===== src/rtl/timer_dev_pkg.sv =====
// Shared constants for the memory-mapped countdown timer: register offsets,
// CTRL bit positions, mode encodings and FSM state encodings.
package timer_dev_pkg;

   localparam logic [1:0] TIMER_CTRL   = 2'd0;
   localparam logic [1:0] TIMER_PRESET = 2'd1;
   localparam logic [1:0] TIMER_COUNT  = 2'd2;
   localparam logic [1:0] TIMER_PSC    = 2'd3;

   localparam int CTRL_EN_BIT   = 0;
   localparam int CTRL_MODE_LSB = 1;
   localparam int CTRL_IM_BIT   = 3;

   localparam logic [1:0] TIMER_MODE_ONESHOT = 2'b00;
   localparam logic [1:0] TIMER_MODE_RELOAD  = 2'b01;

   typedef enum logic [1:0] {
      ST_IDLE = 2'd0,
      ST_LOAD = 2'd1,
      ST_CNT  = 2'd2,
      ST_INT  = 2'd3
   } timer_state_e;

endpackage


===== src/rtl/timer_dev_if.sv =====
// Word-addressed register bus between the CPU data bridge and the timer.
interface timer_dev_if;

   logic [1:0]  addr;
   logic        we;
   logic [31:0] wdata;
   logic [31:0] rdata;

   modport master (output addr, output we, output wdata, input rdata);
   modport slave  (input addr, input we, input wdata, output rdata);

endinterface


===== src/rtl/timer_dev_prescaler.sv =====
// Tick generator that divides the count rate by PSC+1 while the timer counts.
// Only built when TIMER_PRESCALER_EN is defined.
`ifdef TIMER_PRESCALER_EN
module timer_prescaler (
   input  logic        clk,
   input  logic        rst,
   input  logic        clr,
   input  logic        run,
   input  logic [15:0] psc,
   output logic        tick
);

   logic [15:0] cnt;

   assign tick = run && (cnt == psc);

   always_ff @(posedge clk or negedge rst) begin
      if (!rst) begin
         cnt <= '0;
      end else if (clr) begin
         cnt <= '0;
      end else if (run) begin
         cnt <= tick ? 16'd0 : cnt + 16'd1;
      end
   end

endmodule
`endif


===== src/rtl/timer_dev.sv =====
// Programmable countdown timer acting as a CP0 interrupt source.
// Optional prescaler at offset 3 is enabled by defining TIMER_PRESCALER_EN.
module timer_dev
   import timer_dev_pkg::*;
#(
   parameter int COUNT_W = 32
) (
   input  logic       clk,
   input  logic       rst,
   timer_dev_if.slave bus,
   output logic       irq
);

   timer_state_e       state, state_nxt;
   logic               en, en_nxt;
   logic [1:0]         mode, mode_nxt;
   logic               im, im_nxt;
   logic [COUNT_W-1:0] preset, preset_nxt;
   logic [COUNT_W-1:0] count, count_nxt;
   logic               pending, pending_nxt;
   logic               ctrl_wr, preset_wr, tick;

   assign ctrl_wr   = bus.we && (bus.addr == TIMER_CTRL);
   assign preset_wr = bus.we && (bus.addr == TIMER_PRESET);

`ifdef TIMER_PRESCALER_EN
   logic [15:0] psc;
   logic        psc_wr;

   assign psc_wr = bus.we && (bus.addr == TIMER_PSC);

   timer_prescaler u_prescaler (
      .clk  (clk),
      .rst  (rst),
      .clr  (state == ST_LOAD),
      .run  (state == ST_CNT),
      .psc  (psc),
      .tick (tick)
   );

   always_ff @(posedge clk or negedge rst) begin
      if (!rst) begin
         psc <= '0;
      end else if (psc_wr) begin
         psc <= bus.wdata[15:0];
      end
   end
`else
   assign tick = 1'b1;
`endif

   always_comb begin
      state_nxt   = state;
      en_nxt      = en;
      mode_nxt    = mode;
      im_nxt      = im;
      preset_nxt  = preset;
      count_nxt   = count;
      pending_nxt = pending;

      case (state)
         ST_IDLE: begin
            if (en) state_nxt = ST_LOAD;
         end
         ST_LOAD: begin
            count_nxt = preset;
            state_nxt = ST_CNT;
         end
         ST_CNT: begin
            if (!en) begin
               state_nxt = ST_IDLE;
            end else if (tick) begin
               // Zero check first so COUNT never wraps below zero
               if (count == '0) begin
                  state_nxt   = ST_INT;
                  pending_nxt = 1'b1;
               end else begin
                  count_nxt = count - COUNT_W'(1);
               end
            end
         end
         ST_INT: begin
            if (mode == TIMER_MODE_RELOAD) begin
               pending_nxt = 1'b0;
               state_nxt   = ST_LOAD;
            end else begin
               en_nxt    = 1'b0;
               state_nxt = ST_IDLE;
            end
         end
         default: state_nxt = ST_IDLE;
      endcase

      // A CTRL write overrides the FSM's own EN clear and acknowledges pending
      if (ctrl_wr) begin
         en_nxt      = bus.wdata[CTRL_EN_BIT];
         mode_nxt    = bus.wdata[CTRL_MODE_LSB +: 2];
         im_nxt      = bus.wdata[CTRL_IM_BIT];
         pending_nxt = 1'b0;
      end
      if (preset_wr) preset_nxt = bus.wdata[COUNT_W-1:0];
   end

   always_ff @(posedge clk or negedge rst) begin
      if (!rst) begin
         state   <= ST_IDLE;
         en      <= 1'b0;
         mode    <= 2'b00;
         im      <= 1'b0;
         preset  <= '0;
         count   <= '0;
         pending <= 1'b0;
         irq     <= 1'b0;
      end else begin
         state   <= state_nxt;
         en      <= en_nxt;
         mode    <= mode_nxt;
         im      <= im_nxt;
         preset  <= preset_nxt;
         count   <= count_nxt;
         pending <= pending_nxt;
         irq     <= pending_nxt & im_nxt;
      end
   end

   always_comb begin
      bus.rdata = '0;
      case (bus.addr)
         TIMER_CTRL: begin
            bus.rdata[CTRL_EN_BIT]        = en;
            bus.rdata[CTRL_MODE_LSB +: 2] = mode;
            bus.rdata[CTRL_IM_BIT]        = im;
         end
         TIMER_PRESET: bus.rdata = 32'(preset);
         TIMER_COUNT:  bus.rdata = 32'(count);
         TIMER_PSC: begin
`ifdef TIMER_PRESCALER_EN
            bus.rdata = 32'(psc);
`else
            bus.rdata = '0;
`endif
         end
         default: bus.rdata = '0;
      endcase
   end

endmodule

===== src/flat_wrapper.sv =====
// flat-port wrapper written by rule: the top's interface ports become plain ports
module timer_dev_flat import timer_dev_pkg::*;
#(
   parameter int COUNT_W = 32
)
  (clk, rst, irq, bus_addr, bus_we, bus_wdata, bus_rdata);
  timer_dev_if bus_i ();
  input  logic clk;
  input  logic rst;
  output logic irq;
  input wire logic [$bits(bus_i.addr)-1:0] bus_addr;
  input wire logic [$bits(bus_i.we)-1:0] bus_we;
  input wire logic [$bits(bus_i.wdata)-1:0] bus_wdata;
  output wire logic [$bits(bus_i.rdata)-1:0] bus_rdata;
  assign bus_i.addr = bus_addr;
  assign bus_i.we = bus_we;
  assign bus_i.wdata = bus_wdata;
  assign bus_rdata = bus_i.rdata;
  timer_dev #(.COUNT_W(COUNT_W)) u_core (.clk(clk), .rst(rst), .bus(bus_i), .irq(irq));
endmodule

===== config.mk =====
export PLATFORM = sky130hd
export DESIGN_NAME = timer_dev_flat
export DESIGN_NICKNAME = d
export VERILOG_FILES = /design/src/rtl/timer_dev_pkg.sv /design/src/rtl/timer_dev_if.sv /design/src/rtl/timer_dev_prescaler.sv /design/src/rtl/timer_dev.sv /design/src/flat_wrapper.sv
export SDC_FILE = /design/constraint.sdc
export NUM_CORES = 1
export LEC_CHECK = 0
export BUFFER_PORTS_ARGS = -buffer_cell sky130_fd_sc_hd__buf_2
export CAP_MARGIN = 15
export CORE_UTILIZATION = 30
export CTS_CLUSTER_SIZE = 14
export DETAILED_ROUTE_END_ITERATION = 7
export PLACE_DENSITY = 0.56
export SYNTH_ARGS = -nofsm -noshare
export SYNTH_HDL_FRONTEND = slang
export SYNTH_SLANG_ARGS = --single-unit

===== constraint.sdc =====
create_clock -name clk -period 1.9 [get_ports clk]
set_input_delay 0.475 -clock clk [delete_from_list [all_inputs] [get_ports clk]]
set_output_delay 0.475 -clock clk [all_outputs]
set_load 0.03 [all_outputs]

==> run_results.csv, run 1 <==
group,metric,value,unit
pwr,peakVddDrop,0.7201,mV
placed_design,routabilityCongestion,0.8251,
floorplanning,ios,70,
setup_path,cp_slowest_cell,"ha_4",
setup_path,crit_family,"buffers and inverters",
pwr,pwr_density_cell,1440,nW/um2
drt,wl_per_cell,18.96,um
run_status,outcome,"finished with violations",
yosys,synth_commonest_cells,"dfrtp_1 (72), mux2_2 (35), a22oi_1 (31), nand2_1 (31), nor2b_1 (30)",
global_route,grt_antenna_before_repair,0,
drt,avgViaCountPerCell,5.424,
placed_design,hpwlAfterDp,9064,um
floorplanning,fp.dieW,122.6,um
setup_path,critPathRequiredTime,1.42,ns
finish,syn2layout_area_growth,59.53,%
global_route,grt_pass1_vias,4316,
timing,hold_violations,0,
global_route,grt-ovfl-total,0,
timing,finalMaxSlewViolations,0,
floorplanning,dieArea,15040,um2
yosys,synth_fp_nets,501,
finish,final_nets,640,
timing,setup_ws,-0.07183,ns
hold_path,hp-class,"input port to asynchronous set/reset pin",
placed_design,place_ws,-0.1983,ns
drt,drt_iter0_drc,198,
placed_design,dpl_cell_area,5558,um2
finish,n_fill_cell,1217,
cts,root_buffer,"clkbuf_16",
yosys,synth_cell_types,48,
global_route,track_usage,0.1973,
yosys,syn_inst,454,
finish,fin_area,6964,um2
yosys,netlist_area,4365,um2
yosys,avgSynthCellArea,9.615,um2
pwr,leakagePower,2.877,nW
yosys,synth_seq_cells,72,
timing,setup_violations,51,
drt,drc,0,
yosys,yosys-top-cells-area,"dfrtp_1 (41%), mux2_2 (9.0%), a22oi_1 (5.3%)",
cts,cts_buffers,9,
setup_path,start_kind,"input port",
yosys,synth-warning-count,0,
setup_path,worst-path-buf-inv,4,
finish,antennaDiodeCount,0,
setup_path,endpoint_kind,"output port",
flow_run,cap_violations,0,
cts,cts_buffer_depth,2,
timing,min_period_over_period,1.038,
floorplanning,row_count,43,
yosys,synth.top_cell.area_share,0.4127,
drt,via_count,4220,
cts,clock_sinks,72,
timing,rsz0062_at_grt,"true",
setup_path,critPathArrivalTime,1.50,ns
timing,slew_headroom,0.7017,
floorplanning,core_area,14040,um2
setup_path,r2r_start,"u_core.count[23]",
timing,fin_skew,0.009468,ns
cts,clk_pin_slew_worst_paths,0.06,ns
placed_design,port_buffers,69,
yosys,synth.most_common_cell,"dfrtp_1",
timing,tightestPinTransition,0.4474,ns
floorplanning,start_util,0.3109,
drt,dr.pass1.iters,4,
yosys,synth_largest_area_cell,"dfrtp_1",
yosys,synth-seq-area-share,0.4127,
run_status,violations,"negative setup slack",
cts,cts_tree,"done",
global_route,grt_pass1_wl,22540,um
cts,ctsHoldBuffers,0,
cts,h-tree-depth,3,
setup_path,cp_cell_sequence,"buf_8 -> inv_8 -> ha_4 -> clkbuf_16 -> nor2b_2 -> buf_6",
setup_path,crit_type,"input port to output port",
timing,fin_crit,1.972,ns
timing,fmax,507.1,MHz
setup_path,cp-startpoint,"bus_addr[0]",
floorplanning,dieHeight,122.6,um
setup_path,slowest_delay,0.39,ns
finish,layout-drive-gt1-share,0.5518,
setup_path,crit_fanout,6,
cts,insertion_delay,0.35,ns
global_route,grt_max_degree,73,
drt,antenna_left,0,
yosys,synthArstFlopShare,1.000,
drt,wl,14750,um
yosys,synth_edf_count,0,
yosys,synth_flop_cell,"dfrtp_1",
## layer usage
| metal | GRT usage | up-vias | part of all wire |
|---|---|---|---|
| met1 | 0.2486 | 2110 | 0.44 |
| li1 | - | 2000 | - |
| met3 | 0.04926 | 16 | 0.034 |
| met2 | 0.3269 | 94 | 0.51 |
| met5 | 0 | - | 0 |
| met4 | 0.06860 | 0 | 0.015 |
## placed cells by master (no fill, tap or decap), types with 5 or more instances in the layout
cell / instances
dfrtp_1: 70
buf_4: 68
buf_6: 38
mux2_2: 35
buf_2: 35
nand2_1: 31
a22oi_2: 24
nor2b_4: 22
o22ai_1: 20
nor2_1: 19
a2bb2oi_1: 17
nor3_1: 12
clkbuf_16: 12
buf_12: 12
inv_1: 8
a21oi_1: 8
buf_8: 8
a22oi_1: 7
nand4_1: 7
o21ai_0: 7
a211oi_1: 7
a31oi_1: 7
nand3_1: 7
nor2b_2: 6
a211oi_2: 6
a2bb2oi_2: 6
ha_4: 5
## where the power goes
part	internal [mW]	switching, mW
combinational	2.86	2.78
clock	1.08	0.653
sequential	2.09	0.559
total	6.04	3.99
## final timing paths
kind                                     end  slack, ns  cells past startpoint
max                            bus_rdata[11]      -0.07                      6
max reg2reg                 u_core.count[16]      -0.07                      6
min in group clk           u_core.preset[21]       0.36                      2
max in group asynchronous    u_core.count[2]       1.37                      2
min                         u_core.count[27]       0.13                      2
min reg2reg                   u_core.mode[0]       0.53                      1
## flip-flops by register name (all words and copies together) (netlist names)
name,flops
u_core.count,32
u_core.im,1
u_core.state,2
u_core.preset,32
u_core.mode,2
u_core.en,1
u_core.irq,1
u_core.pending,1
## cells by family after synthesis
logic type	Yosys count	synth area share
flip-flops	72	0.4127
AND/OR/NAND/NOR	150	0.1912
AO/OA/AOI/OAI	135	0.2201
multiplexers	37	0.09487
buffers and inverters	50	0.05245
adder cells (fa/ha/maj)	10	0.02866
## worst reg2reg max path, stage by stage, from the launching register on
cell     delay (ns)
dfrtp_1        0.38
or4_4          0.58
nor2_4         0.17
and4_4         0.31
buf_8          0.16
nor3_1         0.06
o22a_1         0.19
## cell type report
class	instances	area (um2)	share of cell area
multi-input combinational	332	2990	0.4294
sequential	72	1804	0.2591
timing repair buffer	166	1584	0.2275
clock buffer	13	260.3	0.03737
tap	180	225.2	0.03234
inverter	12	60.06	0.008624
clock inverter	3	40.04	0.005749
## stage by stage
stage	utilization	hold WS (ns)	power (mW)	setup TNS, ns	std cells
after floorplan	-	0.1794	5.482	-0.4637	454
after global placement	0.3958	0.5074	6.956	-5.095	742
after detailed placement	0.3958	0.5164	7.101	-6.123	742
after CTS	0.4589	0.1803	9.353	-0.09421	769
after global routing	0.4959	0.1920	10.60	-3.690	778
final	0.4959	0.1291	10.03	-1.684	778
## timing repair
action	4_1_cts	5_1_grt
gates cloned	4	4
resized for setup	131	84
endpoints found under the setup margin	62	65
setup buffers	7	5
hold endpoints to repair	0	0
pin swaps	12	21
(Power assumes the default switching activity.)
==> run 2: changes to the inputs <==
CORE_ASPECT_RATIO = 1.1   (was default)
==> run 2 against run 1 <==
Net effect:
- the run still ends with negative setup slack left
- non-clock buffer count grew 21
- core utilization grew 4.2 points
- via count grew 5.8%
- worst hold slack gained 0.022 ns
- clock power grew 11%
- sequential power shrank 4%
- critical path depth grew 1
- clock-buffer cell count grew 1
- critical endpoint is now u_core.count[23]
- largest power group unchanged
==> run_results.csv, run 2 (synthesized netlist as in run 1, its figures left out) <==
group,metric,value,unit
drt,drc,0,
cts,clk_pin_slew_worst_paths,0.06,ns
pwr,seqPwrFrac,0.231,
floorplanning,row_count,45,
pwr,pwr_density_cell,1462,nW/um2
timing,rsz0062_at_grt,"true",
setup_path,r2r_start,"u_core.count[15]",
setup_path,start_kind,"register",
cts,root_buffer,"clkbuf_16",
pwr,leakagePower,3.099,nW
timing,slew_headroom,0.6969,
timing,min_period_over_period,1.079,
timing,fmax,487.6,MHz
drt,wl_per_cell,19.75,um
global_route,grt_max_degree,73,
global_route,grt_pass1_wl,24280,um
cts,insertion_delay,0.35,ns
setup_path,endpoint_kind,"register",
setup_path,crit_fanout,8,
setup_path,critPathArrivalTime,2.27,ns
finish,reg.largest.list,"u_core.count (32), u_core.preset (32)",
flow_run,cap_violations,0,
cts,h-tree-depth,3,
drt,avgViaCountPerCell,5.520,
pwr,combinationalPowerShare,0.593,
timing,fin_crit,2.051,ns
placed_design,place_ws,-0.4867,ns
hold_path,hp-class,"input port to asynchronous set/reset pin",
pwr,netSwitchingFraction,0.4015,
drt,drt_iter0_drc,300,
global_route,track_usage,0.2154,
cts,clock_sinks,72,
timing,finalMaxSlewViolations,0,
run_status,outcome,"finished with violations",
finish,final_nets,663,
setup_path,cp-startpoint,"u_core.count[15]",
finish,syn2layout_area_growth,72.77,%
cts,cts_buffers,9,
cts,ctsHoldBuffers,0,
floorplanning,core_area,14020,um2
timing,tightestPinTransition,0.4546,ns
floorplanning,fp.dieW,117.0,um
placed_design,routabilityCongestion,0.7841,
placed_design,port_buffers,69,
pwr,power,11.03,mW
cts,cts_buffer_depth,2,
finish,layout_common_cells,"buf_4 (79), dfrtp_1 (72), buf_6 (42), mux2_2 (35), buf_2 (35)",
pwr,p_clk_frac,0.176,
floorplanning,start_util,0.3114,
finish,layout_commonest_cell,"buf_4",
timing,fin_skew,0.007272,ns
timing,hold_violations,0,
pwr,switching_power,4.426,mW
setup_path,critPathRequiredTime,2.12,ns
timing,setup_violations,67,
drt,dr.pass1.iters,5,
drt,wirelength_met1,6628,um
setup_path,r2r_cells,7,
setup_path,crit_type,"register to register",
drt,wl_met2,8023,um
drt,via_count,4466,
run_status,violations,"negative setup slack",
global_route,grt-ovfl-total,0,
pwr,intPower,6.599,mW
drt,routed.top_layer,"met4",
floorplanning,dieArea,15040,um2
finish,antennaDiodeCount,0,
pwr,peakVddDrop,0.7322,mV
drt,wl,15980,um
drt,antenna_left,0,
global_route,grt_antenna_before_repair,0,
finish,layout-drive-gt1-share,0.6151,
floorplanning,dieHeight,128.5,um
timing,setup_ws,-0.1507,ns
drt,wl_met3,869,um
placed_design,hpwlAfterDp,8828,um
setup_path,reg2reg_setup_slack,-0.15,ns
cts,cts_tree,"done",
floorplanning,ios,70,
global_route,grt_pass1_vias,4592,
## run 2: final cells by class
cell class                      count  area (um2)
Fill cell                        1184        6477
Multi-Input combinational cell    334        3224
Timing Repair Buffer              187        1892
Sequential cell                    72        1802
Clock buffer                       14       274.0
Tap cell                          188       235.2
Clock inverter                      2       60.06
Inverter                           12       55.05
## run 2: timing repair
| action | 4_1_cts | 5_1_grt |
|---|---|---|
| endpoints found under the setup margin | 68 | 68 |
| gates resized for setup | 180 | 79 |
| setup buffers | 7 | 13 |
| gates cloned | 11 | 1 |
| pin swaps | 45 | 22 |
## run 2: final timing paths
path / to
setup / recovery: u_core.count[23]
min in group clk: u_core.preset[17]
hold reg to reg: u_core.irq
hold / removal: u_core.mode[1]
max in group asynchronous: u_core.count[14]
setup reg to reg: u_core.count[23]
## run 2: critical path: stages, from the launching register on
cell and delay [ns]:
dfrtp_1 0.38, or3_4 0.41, nor4_4 0.24, and4_4 0.39, buf_12 0.14, buf_16 0.14, a211oi_2 0.05, a2bb2oi_1 0.16
## run 2: per-stage QoR
step                cell area (um2)  setup TNS [ns]  utilization  instances  hold WS [ns]
floorplan                      4497         -0.4637            -        454        0.1794
finish                         7542          -4.888       0.5380        809        0.1507
CTS                            7000          -4.186       0.4993        797        0.1797
detailed placement             5660          -18.31       0.4037        764        0.5218
global route                   7542          -7.295       0.5380        809        0.1972
global placement               5660          -16.39       0.4037        764        0.5144
## run 2: layer usage
metal | up-vias | global-route usage
li1 | 2039 | -
met1 | 2232 | 0.2685
met2 | 159 | 0.3662
met3 | 36 | 0.03674
met4 | 0 | 0.08935
met5 | - | 0
## run 2: power groups by stage
stage | clock, mW | combinational, mW | sequential, mW
finish | 1.94 | 6.54 | 2.55
global route | 2.02 | 6.94 | 2.60
CTS | 1.96 | 5.48 | 2.50
detailed placement | 0 | 4.57 | 2.49
global placement | 0 | 4.44 | 2.47
floorplan | 0 | 2.94 | 2.54
==> run 3: changes to the inputs <==
SYNTH_HIERARCHICAL = 1   (was default)
==> run 3 against run 2 <==
Net effect:
- the run still ends with negative setup slack left
- critical endpoint is now u_core/count[6]
- die area is 1.4% lower
- combinational power fell by 19%
- critical path type unchanged
- non-clock buffer count rose by 9
==> run_results.csv, run 3 <==
group,metric,value,unit
run_status,outcome,"finished with violations",
run_status,violations,"negative setup slack",
setup_path,crit_family,"simple AND/OR/NAND/NOR gates",
yosys,synth_edf_count,0,
drt,wl,16120,um
yosys,synth_commonest_cells,"dfrtp_1 (72), mux2_2 (35), a22oi_1 (32)",
placed_design,routabilityCongestion,0.9487,
drt,via_count,4459,
yosys,netlist_area,4305,um2
timing,setup_ws,-0.3247,ns
finish,n_fill_cell,1292,
finish,final_nets,659,
timing,fin_crit,2.225,ns
cts,cts_tree,"done",
yosys,synth_flop_cell,"dfrtp_1",
global_route,grt_busiest_layer,"met2",
timing,min_period_over_period,1.171,
yosys,yosys-top-cells-area,"dfrtp_1 (42%), mux2_2 (9.2%), a22oi_1 (5.6%)",
cts,root_buffer,"clkbuf_16",
global_route,met2_usage,0.3832,
drt,wl_per_cell,19.95,um
yosys,synth_cell_types,59,
floorplanning,start_util,0.3096,
placed_design,port_buffers,69,
placed_design,hpwlAfterDp,10330,um
global_route,grt_antenna_before_repair,0,
setup_path,critPathRequiredTime,2.12,ns
yosys,synthArstFlopShare,1.000,
yosys,syn_inst,448,
setup_path,critPathArrivalTime,2.44,ns
drt,dr.pass1.iters,5,
timing,slew_headroom,0.6637,
setup_path,cp-endpoint,"u_core/count[6]",
setup_path,start_kind,"register",
setup_path,cp-startpoint,"u_core/count[13]",
setup_path,r2r_cells,7,
setup_path,cp_slowest_cell,"or4_4",
yosys,synth_fp_nets,491,
cts,insertion_delay,0.35,ns
timing,setup_violations,67,
global_route,grt_pass1_vias,4570,
setup_path,reg2reg_setup_slack,-0.32,ns
floorplanning,fp.dieW,116.2,um
floorplanning,row_count,45,
finish,antennaDiodeCount,0,
pwr,peakVddDrop,0.4498,mV
pwr,leakagePower,2.993,nW
cts,cts_buffer_depth,2,
finish,layout_common_cells,"buf_4 (96), dfrtp_1 (71), buf_6 (46), buf_2 (35), mux2_2 (35)",
yosys,synth-warning-count,6,
global_route,grt-ovfl-total,0,
cts,clock_sinks,72,
placed_design,dpl_cell_area,5822,um2
timing,tightestPinTransition,0.5033,ns
yosys,synth.top_cell.area_share,0.4185,
setup_path,worst-path-buf-inv,2,
floorplanning,dieHeight,127.6,um
floorplanning,ios,70,
yosys,synth-seq-area-share,0.4185,
cts,h-tree-depth,3,
global_route,grt_pass1_wl,25500,um
flow_run,cap_violations,0,
pwr,power,9.445,mW
yosys,avgSynthCellArea,9.610,um2
setup_path,crit_fanout,8,
yosys,synth_seq_cells,72,
cts,cts_buffers,9,
setup_path,crit_type,"register to register",
yosys,synth.most_common_cell,"dfrtp_1",
cts,ctsHoldBuffers,0,
yosys,synth_largest_area_cell,"dfrtp_1",
hold_path,hp-class,"input port to asynchronous set/reset pin",
setup_path,cp_cell_sequence,"or4_4 -> nor4_4 -> buf_4 -> a31oi_4 -> nor2_4 -> buf_8 -> o22ai_2",
timing,fin_skew,0.008850,ns
setup_path,slowest_delay,0.57,ns
finish,reg.largest.list,"u_core/count (32), u_core/preset (32)",
drt,antenna_left,0,
global_route,gr-usage-met3,0.04127,
global_route,grt_max_degree,35,
pwr,pwr_density_cell,1316,nW/um2
finish,layout_commonest_cell,"buf_4",
drt,drc,0,
timing,fmax,449.5,MHz
timing,rsz0062_at_grt,"true",
timing,finalMaxSlewViolations,0,
setup_path,crit_cells,7,
finish,fin_area,7177,um2
finish,syn2layout_area_growth,66.70,%
global_route,grtUsageMet1,0.2928,
floorplanning,dieArea,14830,um2
drt,avgViaCountPerCell,5.519,
timing,hold_violations,0,
floorplanning,core_area,13910,um2
setup_path,r2r_start,"u_core/count[13]",
cts,clk_pin_slew_worst_paths,0.06,ns
finish,layout-drive-gt1-share,0.5935,
setup_path,endpoint_kind,"register",
global_route,track_usage,0.2299,
setup_path,r2r_end,"u_core/count[6]",
drt,drt_iter0_drc,290,
-- run 3: final cells by class --
type,instances,area (um2),area share
clock buffer,12,256.5,0.03574
multi-input combinational,328,2992,0.4168
inverter,9,46.29,0.006450
sequential,72,1803,0.2512
timing repair buffer,196,1827,0.2545
clock inverter,3,17.52,0.002441
tap,188,235.2,0.03278
-- run 3: kinds of logic (layout without fill, tap and decap cells) --
group,Yosys count,after routing,synth area share
AOI/OAI and AO/OA,131,131,0.2165
DFF,72,72,0.4185
muxes,36,36,0.09387
xor gates and xnor gates,1,1,0.002035
buffers and inverters,48,220,0.04998
and+or+nand+nor,154,154,0.2017
adders and majority gates,6,6,0.01744
-- run 3: worst min path at each step --
stage,slack [ns],from,endpoint
floorplan,0.18,rst,u_core/count[0]
global placement,0.37,rst,u_core/preset[19]
detailed placement,0.38,rst,u_core/preset[19]
CTS,0.008,rst,u_core/preset[12]
global route,0.02,rst,u_core/preset[12]
finish,0.004,rst,u_core/preset[15]
-- run 3: stage by stage --
step,TNS [ns],utilization,setup slack (ns),hold slack [ns],std cells
5_1_grt,-14.54,0.5161,-0.3743,0.02255,808
3_3_place_gp,-10.96,0.4186,-0.3392,0.3743,777
6_report,-11.85,0.5161,-0.3247,0.004489,808
2_1_floorplan,-6.810,-,-0.4277,0.1794,448
3_5_place_dp,-12.53,0.4186,-0.3966,0.3783,777
4_1_cts,-10.15,0.5082,-0.2800,0.008007,807
-- run 3: layer usage --
layer / share of wire / vias up
met5: 0 / -
met4: 0.026 / 0
met3: 0.048 / 26
met2: 0.50 / 149
met1: 0.42 / 2226
li1: - / 2058
-- run 3: worst register-to-register path, cell delays in order, from the launching register on --
cell     delay [ns]
dfrtp_1        0.38
or4_4          0.57
nor4_4         0.31
buf_4          0.21
a31oi_4        0.13
nor2_4         0.23
buf_8          0.19
o22ai_2        0.08
-- run 3: power by group --
part           switching [mW]  leakage [nW]  internal, mW
clock                   0.660         0.134         0.943
combinational            2.74          1.99          2.59
sequential              0.465         0.868          2.04
-- run 3: what timing repair did --
| action | 4_1_cts | 5_1_grt |
|---|---|---|
| cloned | 10 | 0 |
| resized for setup | 189 | 28 |
| pin swaps | 41 | 18 |
| buffers inserted | 5 | 3 |
| setup endpoints to repair | 66 | 67 |
